### src/rtl/irq_ctl_if.sv
// CPU-side bus of the interrupt controller: a 4-word register window with
// byte write enables and a combinational read port.
interface irq_ctl_if;
   logic        select;
   logic [3:0]  we;
   logic [1:0]  addr;
   logic [31:0] wdata;
   logic [31:0] rdata;

   modport master (
      output select,
      output we,
      output addr,
      output wdata,
      input  rdata
   );

   modport slave (
      input  select,
      input  we,
      input  addr,
      input  wdata,
      output rdata
   );
endinterface

### src/rtl/irq_ctl.sv
// Memory-mapped interrupt controller: per-source synchroniser, level/edge
// capture, enable mask and fixed priority encoder driving a registered irq.
module irq_ctl #(
   parameter int          NUM_SRC     = 8,
   parameter int          SYNC_STAGES = 2,
   parameter logic [31:0] RESET_MODE  = 32'h0000_0000
) (
   input  logic               input_clk,
   input  logic               reset,
   irq_ctl_if.slave           bus,
   input  logic [NUM_SRC-1:0] src,
   output logic               irq,
   output logic [4:0]         vector
);

   localparam logic [1:0] ADDR_PENDING = 2'd0;
   localparam logic [1:0] ADDR_ENABLE  = 2'd1;
   localparam logic [1:0] ADDR_MODE    = 2'd2;
   localparam logic [1:0] ADDR_STATUS  = 2'd3;

   // Byte-lane merge: bits in enabled lanes take the new value, others keep old.
   function automatic logic [NUM_SRC-1:0] lane_merge(
      input logic [NUM_SRC-1:0] old_v,
      input logic [31:0]        new_v,
      input logic [3:0]         lanes
   );
      logic [NUM_SRC-1:0] res;
      for (int i = 0; i < NUM_SRC; i++) begin
         res[i] = lanes[i >> 3] ? new_v[i] : old_v[i];
      end
      return res;
   endfunction

   logic [NUM_SRC-1:0] sync_r [SYNC_STAGES];
   logic [NUM_SRC-1:0] sync_s;
   logic [NUM_SRC-1:0] prev_r;
   logic [NUM_SRC-1:0] enable_r;
   logic [NUM_SRC-1:0] mode_r;
   logic [NUM_SRC-1:0] edge_r;
   logic               irq_r;
   logic [4:0]         vector_r;

   logic               wr_s;
   logic [NUM_SRC-1:0] enable_nxt_s;
   logic [NUM_SRC-1:0] mode_nxt_s;
   logic [NUM_SRC-1:0] clr_s;
   logic [NUM_SRC-1:0] mode_chg_s;
   logic [NUM_SRC-1:0] rise_s;
   logic [NUM_SRC-1:0] edge_nxt_s;
   logic [NUM_SRC-1:0] pending_s;
   logic [NUM_SRC-1:0] active_s;
   logic [4:0]         vec_s;
   logic [31:0]        rdata_s;

   assign sync_s = sync_r[SYNC_STAGES-1];

   // Synchroniser chain plus the one-cycle delayed copy used for edge detect.
   always_ff @(posedge input_clk or posedge reset) begin
      if (reset) begin
         for (int i = 0; i < SYNC_STAGES; i++) begin
            sync_r[i] <= '0;
         end
         prev_r <= '0;
      end else begin
         sync_r[0] <= src;
         for (int i = 1; i < SYNC_STAGES; i++) begin
            sync_r[i] <= sync_r[i-1];
         end
         prev_r <= sync_s;
      end
   end

   // Register write decode and capture logic.
   always_comb begin
      wr_s         = bus.select & (|bus.we);
      enable_nxt_s = enable_r;
      mode_nxt_s   = mode_r;
      clr_s        = '0;
      if (wr_s) begin
         case (bus.addr)
            ADDR_PENDING: clr_s        = lane_merge('0, bus.wdata, bus.we);
            ADDR_ENABLE:  enable_nxt_s = lane_merge(enable_r, bus.wdata, bus.we);
            ADDR_MODE:    mode_nxt_s   = lane_merge(mode_r, bus.wdata, bus.we);
            ADDR_STATUS:  clr_s        = '0;
            default:      clr_s        = '0;
         endcase
      end else begin
         clr_s = '0;
      end
      mode_chg_s = mode_r ^ mode_nxt_s;
      rise_s     = sync_s & ~prev_r;
      // Set beats W1C; level-mode bits and bits whose mode flips hold the latch at 0.
      edge_nxt_s = (rise_s | (edge_r & ~clr_s)) & mode_r & ~mode_chg_s;
      pending_s  = (mode_r & edge_r) | (~mode_r & sync_s);
      active_s   = pending_s & enable_r;
      vec_s      = 5'd0;
      for (int i = NUM_SRC - 1; i >= 0; i--) begin
         vec_s = active_s[i] ? 5'(i) : vec_s;
      end
   end

   // Control registers and edge latches.
   always_ff @(posedge input_clk or posedge reset) begin
      if (reset) begin
         enable_r <= '0;
         mode_r   <= RESET_MODE[NUM_SRC-1:0];
         edge_r   <= '0;
      end else begin
         enable_r <= enable_nxt_s;
         mode_r   <= mode_nxt_s;
         edge_r   <= edge_nxt_s;
      end
   end

   // Registered request and vector to the CPU.
   always_ff @(posedge input_clk or posedge reset) begin
      if (reset) begin
         irq_r    <= 1'b0;
         vector_r <= 5'd0;
      end else begin
         irq_r    <= |active_s;
         vector_r <= vec_s;
      end
   end

   // Read mux; bits at and above NUM_SRC read as zero.
   always_comb begin
      rdata_s = 32'h0000_0000;
      case (bus.addr)
         ADDR_PENDING: rdata_s = 32'(pending_s);
         ADDR_ENABLE:  rdata_s = 32'(enable_r);
         ADDR_MODE:    rdata_s = 32'(mode_r);
         ADDR_STATUS:  rdata_s = {irq_r, 26'd0, vector_r};
         default:      rdata_s = 32'h0000_0000;
      endcase
   end

   assign bus.rdata = rdata_s;
   assign irq       = irq_r;
   assign vector    = vector_r;

endmodule

### src/flat_wrapper.sv
// flat-port wrapper written by rule: the top's interface ports become plain ports
module irq_ctl_flat 
#(
   parameter int          NUM_SRC     = 8,
   parameter int          SYNC_STAGES = 2,
   parameter logic [31:0] RESET_MODE  = 32'h0000_0000
)
  (input_clk, reset, src, irq, vector, bus_select, bus_we, bus_addr, bus_wdata, bus_rdata);
  irq_ctl_if bus_i ();
  input  logic input_clk;
  input  logic reset;
  input  logic [NUM_SRC-1:0] src;
  output logic irq;
  output logic [4:0] vector;
  input wire logic [$bits(bus_i.select)-1:0] bus_select;
  input wire logic [$bits(bus_i.we)-1:0] bus_we;
  input wire logic [$bits(bus_i.addr)-1:0] bus_addr;
  input wire logic [$bits(bus_i.wdata)-1:0] bus_wdata;
  output wire logic [$bits(bus_i.rdata)-1:0] bus_rdata;
  assign bus_i.select = bus_select;
  assign bus_i.we = bus_we;
  assign bus_i.addr = bus_addr;
  assign bus_i.wdata = bus_wdata;
  assign bus_rdata = bus_i.rdata;
  irq_ctl #(.NUM_SRC(NUM_SRC), .SYNC_STAGES(SYNC_STAGES), .RESET_MODE(RESET_MODE)) u_core (.input_clk(input_clk), .reset(reset), .bus(bus_i), .src(src), .irq(irq), .vector(vector));
endmodule
### config.mk
export PLATFORM = sky130hd
export DESIGN_NAME = irq_ctl_flat
export DESIGN_NICKNAME = d
export VERILOG_FILES = /design/src/rtl/irq_ctl_if.sv /design/src/rtl/irq_ctl.sv /design/src/flat_wrapper.sv
export SDC_FILE = /design/constraint.sdc
export NUM_CORES = 1
export LEC_CHECK = 0
export CAP_MARGIN = 10
export CORE_MARGIN = 1.5
export CORE_UTILIZATION = 30
export DETAILED_ROUTE_END_ITERATION = 16
export SYNTH_ARGS = -nofsm -noshare
export SYNTH_HDL_FRONTEND = slang
export SYNTH_SLANG_ARGS = --single-unit
### constraint.sdc
create_clock -name input_clk -period 2.5 [get_ports input_clk]
set_input_delay 0.375 -clock input_clk [delete_from_list [all_inputs] [get_ports input_clk]]
set_output_delay 0.375 -clock input_clk [all_outputs]
set_load 0.01 [all_outputs]
==> impl_metrics.py <==
metrics = {
    "outcome": {
        "status": "finished clean",
    },
    "cells_and_area": {
        "diodes": 0,
        "syn_to_final_growth_pct": 21.0,
        "drive_gt1_frac": 0.186,
        "fin_nets": 284,
        "fin_area_um2": 2870,
    },
    "power_and_ir_drop": {
        "worst_ir_drop_vdd_v": 0.000333,
        "powerDensity_nw_per_um2": 718,
        "power.leakage_nw": 1.24,
    },
    "synth": {
        "syn_area_per_cell_um2": 12.0,
        "synth-seq-area-share": 0.549,
        "netlist_instances": 197,
        "yosys.area_share.simple": 0.117,
        "syn_area_um2": 2370,
        "synth_cell_type_count": 32,
        "ys_async_sr_fraction": 1.00,
        "synth_adder_area_share": 0,
        "synth_flop_cell": "dfrtp_1",
        "synth.mux.area_fraction": 0.144,
        "synth-seq-cells": 52,
        "synth-compound-area-share": 0.0897,
        "synth-edff-count": 0,
        "synth_xor_area_frac": 0,
        "yosysWarnings": 0,
        "synth_top_family_by_area": "multiplexers",
    },
    "critical_path": {
        "startpoint_type": "primary input",
        "worst-path-max-fanout": 17,
        "critical_path_required_ps": 2120,
        "reg2reg_depth": 4,
        "cp_data_arrival_time_ps": 2070,
        "critPathKind": "primary input to primary output",
        "cp-end-kind": "primary output",
    },
    "timing": {
        "slew_headroom": 0.621,
        "fin_tns_setup_ps": 0,
        "setup_viol": 0,
        "rsz0062_at_grt": "no",
        "worstMarginPinSlew_ps": 568,
        "finClkSkew_ps": 5.30,
        "holdWs_ps": 350,
        "fmax_ghz": 0.409,
        "period_needed_ps": 2440,
        "slew_viol_final": 0,
        "final.period_utilization": 0.977,
        "hold_viol": 0,
    },
    "placement": {
        "gp_congestion": 0.743,
        "place_hpwl_mm": 3.00,
        "placed_cell_area_um2": 2780,
        "portBuffers": 34,
    },
    "detailed_routing": {
        "drt_iter0_drc": 94,
        "wl_per_cell_um": 12.5,
        "drtPass1Iterations": 4,
        "ant_nets": 0,
        "drc": 0,
        "num_vias": 1505,
        "via_per_inst": 4.45,
        "wl_mm": 4.21,
    },
    "clocking": {
        "ctsLongestPathBuffers": 2,
        "hold_buffers": 0,
        "clock_latency_ps": 300,
        "cts_setup_buffers": 0,
        "cts-root-buf": "clkbuf_8",
        "postCtsResizedCells": 0,
        "cts.sinks": 52,
        "cts_tree": "yes",
        "cts_buffers": 5,
        "clk_pin_slew_ps": 90,
        "htreeDepth": 2,
    },
    "global_route": {
        "grt_pass1_wl_mm": 7.32,
        "grt_max_degree": 28,
        "grt_overflow": 0,
        "grt.total_usage": 0.111,
        "grt_antenna_before_repair": 0,
        "grt_pass1_vias": 1476,
    },
    "floorplanning": {
        "fp-row-count": 32,
        "start_util": 0.309,
        "die_h_um": 91.9,
        "pin_count": 87,
        "die_area_um2": 8450,
        "die_x_um": 91.9,
        "core-area_um2": 7690,
    },
    "worst_hold_path": {
        "min_path_type": "flop to flop",
        "worst_hold_path.num_cells": 0,
    },
    "run": {
        "maxCapViolCount": 0,
    },
}
## logic make-up (layout without fill, tap and decap cells)
group | Yosys count | in the layout
buffers and inverters | 34 | 49
AO/OA/AOI/OAI | 35 | 35
other | 1 | 25
multiplexers | 27 | 27
AND/OR/NAND/NOR | 48 | 48
flip-flops | 52 | 52
## worst max-delay path, stage by stage
cell and delay, ps:
clkdlybuf4s50_1 510, buf_12 170, mux4_2 520, clkdlybuf4s50_1 490
## registers in the layout, summed over array words and instances, names as in the netlist
name and cells:
u_core.sync_s 8, u_core.irq 1, u_core.vector 3, u_core.sync_r 8
u_core.enable_r 8, u_core.edge_r 8, u_core.prev_r 8, u_core.mode_r 8
## cell usage in the layout (no fill, tap or decap), types with 2 or more instances in the layout
master / Yosys / final
conb_1: 1 / 25
nor2_1: 8 / 8
clkinv_2: 0 / 2
buf_12: 0 / 3
mux4_2: 3 / 3
nand2_1: 16 / 16
dfrtp_1: 52 / 52
o21ai_1: 0 / 2
nor3b_1: 5 / 5
nor2b_1: 9 / 9
nand4_1: 2 / 2
mux2_2: 22 / 22
clkdlybuf4s50_1: 0 / 33
o21ai_0: 13 / 11
a21oi_1: 13 / 13
clkbuf_8: 0 / 6
o211ai_1: 5 / 5
## cell type report
class | instances | area (um2)
inverters | 3 | 13.8
multi-input cells | 135 | 926
repair buffers | 38 | 410
fillers | 766 | 4820
flip-flops and latches | 52 | 1300
clock inverters | 2 | 10.0
clock buffers | 6 | 82.6
well taps | 102 | 128
## power by group
group / switching [mW] / total (mW) / internal, mW
Combinational: 0.214 / 0.511 / 0.297
Sequential: 0.0983 / 1.06 / 0.962
Clock: 0.268 / 0.490 / 0.222
## path summary, 6_finish.rpt
path / from / end / slack, ps
setup / recovery: bus_addr[0] / bus_rdata[2] / 60
hold / removal: u_core.sync_r[8] / u_core.sync_s[0] / 350
setup reg to reg: u_core.mode_r[7] / u_core.irq / 1100
hold reg to reg: u_core.sync_r[8] / u_core.sync_s[0] / 350
max in group asynchronous: reset / u_core.edge_r[6] / 1510
min in group asynchronous: reset / u_core.mode_r[2] / 450
## synthesized netlist by cell type, drive strengths merged (2+ instances only)
cell	instances	share of area
buf	29	0.090
nor3b	5	0.016
clkbuf	2	0.0032
inv	3	0.0058
nor2	8	0.013
o21ai	13	0.027
nand2	16	0.025
dfrtp	52	0.55
mux2	24	0.12
nor2b	9	0.024
nand3	2	0.0063
a21oi	13	0.027
o211ai	5	0.016
mux4	3	0.028
nand4	3	0.014
## metrics by stage
step           power (mW)  worst slack, ps   util  instances
6_report             2.06             57.0  0.374        338
4_1_cts              2.09             31.9  0.373        338
5_1_grt              2.19             3.34  0.374        338
3_5_place_dp         1.60             47.1  0.361        330
3_3_place_gp         1.59             52.2  0.361        330
2_1_floorplan        1.39              867      -        221
## layer usage
layer	global-route usage	share of wire	routed length, um
met3	0.0232	0.043	181
met1	0.154	0.48	2010
met4	0.0346	0.0090	38
met5	0	0	0
met2	0.174	0.47	1980
(Power assumes the default switching activity.)
